File: config.mk
export PLATFORM = sky130hd
export DESIGN_NAME = wave_capture
export DESIGN_NICKNAME = d
export VERILOG_FILES = /design/src/rtl/wave_capture_pkg.sv /design/src/rtl/wave_capture.sv
export SDC_FILE = /design/constraint.sdc
export NUM_CORES = 1
export LEC_CHECK = 0
export BUFFER_PORTS_ARGS = -buffer_cell sky130_fd_sc_hd__buf_2
export CAP_MARGIN = 0
export CORE_AREA = 2 2 44 46
export DETAILED_ROUTE_END_ITERATION = 7
export DIE_AREA = 0 0 46 48
export PLACE_DENSITY = 0.82
export SYNTH_ARGS = -nofsm -noshare
export SYNTH_HDL_FRONTEND = slang
export SYNTH_SLANG_ARGS = --single-unit
File: constraint.sdc
create_clock -name clk -period 3.2 [get_ports clk]
set_input_delay 0.32 -clock clk [delete_from_list [all_inputs] [get_ports clk]]
set_output_delay 0.32 -clock clk [all_outputs]
set_load 0.005 [all_outputs]
File: src/rtl/wave_capture_pkg.sv
// wave_capture_pkg: shared state encodings and constants for the waveform capture writer.
package wave_capture_pkg;
  typedef enum logic [1:0] {
    ST_ARMED  = 2'd0,
    ST_ACTIVE = 2'd1,
    ST_WAIT   = 2'd2
  } state_t;
  localparam int BUF_DEPTH = 256;
  localparam logic [7:0] DATA_OFFSET = 8'd128;
endpackage

File: src/rtl/wave_capture.sv
// wave_capture: arms on a rising zero crossing, writes 256 samples into the free RAM half, then swaps halves when the display idles.
module wave_capture
  import wave_capture_pkg::*;
#(
  parameter int SAMPLE_W = 16,
  parameter int ADDR_W   = 8,
  parameter int DATA_W   = 8
) (
  input  logic                clk,
  input  logic                reset,
  input  logic                new_sample_ready,
  input  logic [SAMPLE_W-1:0] new_sample_in,
  input  logic                wave_display_idle,
  output logic [ADDR_W:0]     write_address,
  output logic                write_enable,
  output logic [DATA_W-1:0]   write_sample,
  output logic                read_index
);
  state_t            state, next_state;
  logic [ADDR_W-1:0] count, next_count;
  logic              prev_neg;
  logic              sign;
  logic              trigger;
  logic              unused_low;
  assign sign          = new_sample_in[SAMPLE_W-1];
  assign trigger       = new_sample_ready & prev_neg & ~sign;
  assign write_address = {~read_index, count};
  // Adding the offset to the signed top byte maps the signed range onto 0..255.
  assign write_sample  = new_sample_in[SAMPLE_W-1 -: DATA_W] + DATA_W'(DATA_OFFSET);
  assign unused_low    = ^new_sample_in[SAMPLE_W-DATA_W-1:0];
  always_ff @(posedge clk) begin
    if (reset) begin
      state      <= ST_ARMED;
      count      <= '0;
      prev_neg   <= 1'b0;
      read_index <= 1'b0;
    end else begin
      state <= next_state;
      count <= next_count;
      if (new_sample_ready) prev_neg <= sign;
      if (state == ST_WAIT && wave_display_idle) read_index <= ~read_index;
    end
  end
  always_comb begin
    next_state   = state;
    next_count   = count;
    write_enable = 1'b0;
    case (state)
      ST_ARMED: if (trigger) begin
        next_state = ST_ACTIVE;
        next_count = '0;
      end
      ST_ACTIVE: if (new_sample_ready) begin
        write_enable = 1'b1;
        next_count   = count + 1'b1;
        next_state   = (count == ADDR_W'(BUF_DEPTH - 1)) ? ST_WAIT : ST_ACTIVE;
      end
      ST_WAIT: next_state = wave_display_idle ? ST_ARMED : ST_WAIT;
      default: next_state = ST_ARMED;
    endcase
  end
endmodule

==> impl_metrics.ini <==
[timing]
fin_skew_ps = 0.7168
worst_pin_slew_ps = 295.9
relSlewSlack_pct = 80.21
min_period_ps = 1623
setup_viol = 0
hold_viol = 0
max_freq_mhz = 616.0
rsz0062_at_grt = false
finalCritPeriodShare_pct = 50.73
drv_slew = 0
tns_ps = 0

[yosys]
synth_area_um2 = 643.1
synthesis.nets = 102
avgSynthCellArea_um2 = 7.940
synthTopCellsByArea = dfxtp_1 37%, buf_4 8.2%, nor2_1 8.2%
yosys_register_bits = 12
synth_compound_area_share_pct = 20.04
synthMuxAreaShare_pct = 1.556
synth-adder-area-share_pct = 1.946
yosys.area.top_type = dfxtp_1
synth_cell_types = 28
yosys.area_share.simple_pct = 26.65
synth_edf_count = 0
synth_flop_cell = dfxtp_1
synth_common_cells = 14 x nor2_1, 12 x dfxtp_1, 8 x a21oi_1
async_flop_share_pct = 0
synth_most_common_cell = nor2_1
ys_seq_area_share_pct = 37.35
synth_xor_area_share_pct = 1.362
synth_top_area_share_pct = 37.35
synth_top_family_by_area = simple AND/OR/NAND/NOR gates
synthCells = 81
ys_warn_count = 0

[placement]
port_buffers = 16
gp_congestion = 0.7563
hpwl_um = 1008
postPlaceCellArea_um2 = 688.2
dpl.cell_count = 106

[clock_tree]
clkTransAtPathRegs_ps = 70
clk_latency_ps = 260
cts_made_buffers = 3
cts_root_buf = clkbuf_4
cts_setup_buffers = 0
cts_tree = built
hold_buffers = 0
cts_resized = 0
htree_num_levels = 1
cts.sinks = 12
clock_path_buffers = 2

[die]
ios = 39
die-area_um2 = 2208
row_count = 15
die_h_um = 48
start_util_pct = 38.07
die_w_um = 46
coreArea_um2 = 1689

[route]
wire_per_inst_um = 12.33
drt-initial-drc-count = 9
via_per_inst = 5.436
vias = 598
drc_errors = 0
ant_nets = 0
dr.pass1.iters = 4
wirelength_um = 1356

[global_route]
grt_pass1_wl_um = 2063
overflow = 0
antenna_found_initial = 0
grt_pass1_vias = 518
grt_max_degree = 13
grt_use_total_pct = 12.68

[power_and_ir_drop]
p_sw_mw = 0.05891
p_int_mw = 0.2267
swShare_pct = 20.62
p_per_area_nw_per_um2 = 394.3
combPwrFrac_pct = 6.1
irDropWorstVdd_mv = 0.1734
pwr-share-clk_pct = 40.7
power_frac_seq_pct = 53.2
power.total_mw = 0.2856
power_leakage_nw = 0.3250

[setup_path]
crit_path_cell_trace = nand3b_1, inv_1, buf_2
path_delay_family = flip-flops
required_ps = 2880
timing.critical_path.buf_inv = 2
critical_path.slowest_cell = dfxtp_1
arrival_ps = 1300
worst_setup_path_start_kind = flip-flop
path_class = reg2out
critPathMaxStageDelay_ps = 370
cp-end-kind = output pin
path_max_fanout = 8

[finish]
multiInputGateArea_um2 = 331.6
regArea_um2 = 240.2
area_delta_synth_final_pct = 12.65
nets = 115
final_cell_area_um2 = 724.4
diodes = 0
finish.utilization_pct = 42.89
layout-drive-gt1-share_pct = 23.66
fillCellCount = 180
final_cell_count_no_fill = 110

[run_status]
status = finished clean

[flow_run]
cap_violations = 0

[min_path]
hp-class = in2reg
==> final cells by class <==
class,instances,share of cell area [%]
multi-input combinational,57,45.77
timing repair buffer,16,11.05
inverter,4,2.073
tap,17,2.936
clock buffer,4,5.009
sequential,12,33.16
==> tightest hold or removal path, cell delays in order <==
cell,delay [ps]
buf_2,100
mux2i_1,60
nor2_1,70
==> power by group through the flow <==
| stage | Combinational (mW) | Clock [mW] | Sequential [mW] |
|---|---|---|---|
| after detailed placement | 0.0172 | 0 | 0.156 |
| after global placement | 0.0168 | 0 | 0.156 |
| after floorplan | 0.0176 | 0 | 0.155 |
| after global routing | 0.0195 | 0.128 | 0.152 |
| after CTS | 0.0173 | 0.123 | 0.152 |
| final | 0.0173 | 0.116 | 0.152 |
==> sequential cells by signal, summed over array words and instances (netlist names) <==
name,flops
state,2
read_index,1
prev_neg,1
count,8
==> metal layers <==
layer / part of all wire [%] / GRT usage (%)
met5: 0 / 0
met4: 0 / 5.143
met3: 7.1 / 2.642
met2: 49 / 21.94
met1: 44 / 15.28
==> path summary, 6_finish.rpt <==
path,start,to,slack (ps),cells past startpoint
worst max-delay path,state[1]$_SDFFE_PP0P_,write_enable,1580,3
worst min-delay path,new_sample_in[15],prev_neg$_SDFFE_PP0P_,320,3
worst max register to register,count[4]$_SDFFE_PP0P_,count[7]$_SDFFE_PP0P_,1620,4
worst min register to register,prev_neg$_SDFFE_PP0P_,prev_neg$_SDFFE_PP0P_,500,2
==> per-stage QoR <==
stage          hold slack, ps  setup slack (ps)
6_report                319.4              1577
5_1_grt                 368.6              1504
4_1_cts                 315.3              1575
3_5_place_dp            490.4              1539
3_3_place_gp            476.7              1557
2_1_floorplan           398.5              1719
==> placed cells by master, fill, tap and decap left out, types with 2 or more instances in the layout <==
| cell | Yosys | final |
|---|---|---|
| nand3_1 | 4 | 4 |
| a211oi_1 | 3 | 3 |
| and4_1 | 2 | 2 |
| dfxtp_1 | 12 | 12 |
| nor2_1 | 14 | 14 |
| inv_1 | 3 | 3 |
| nand2_1 | 3 | 3 |
| and3_1 | 2 | 2 |
| clkbuf_4 | 0 | 3 |
| nor3_1 | 3 | 3 |
| o21ai_0 | 3 | 3 |
| nand2b_1 | 2 | 2 |
| buf_2 | 0 | 16 |
| a21oi_1 | 8 | 8 |
==> logic make-up (layout without fill, tap and decap cells) <==
| group | count (synthesis) | after routing |
|---|---|---|
| AOI/OAI and AO/OA | 20 | 20 |
| xor gates and xnor gates | 1 | 1 |
| adders and majority gates | 1 | 1 |
| buffers and inverters | 12 | 24 |
| DFF | 12 | 12 |
| muxes | 1 | 1 |
| and+or+nand+nor | 34 | 34 |
(Power assumes the default switching activity.)
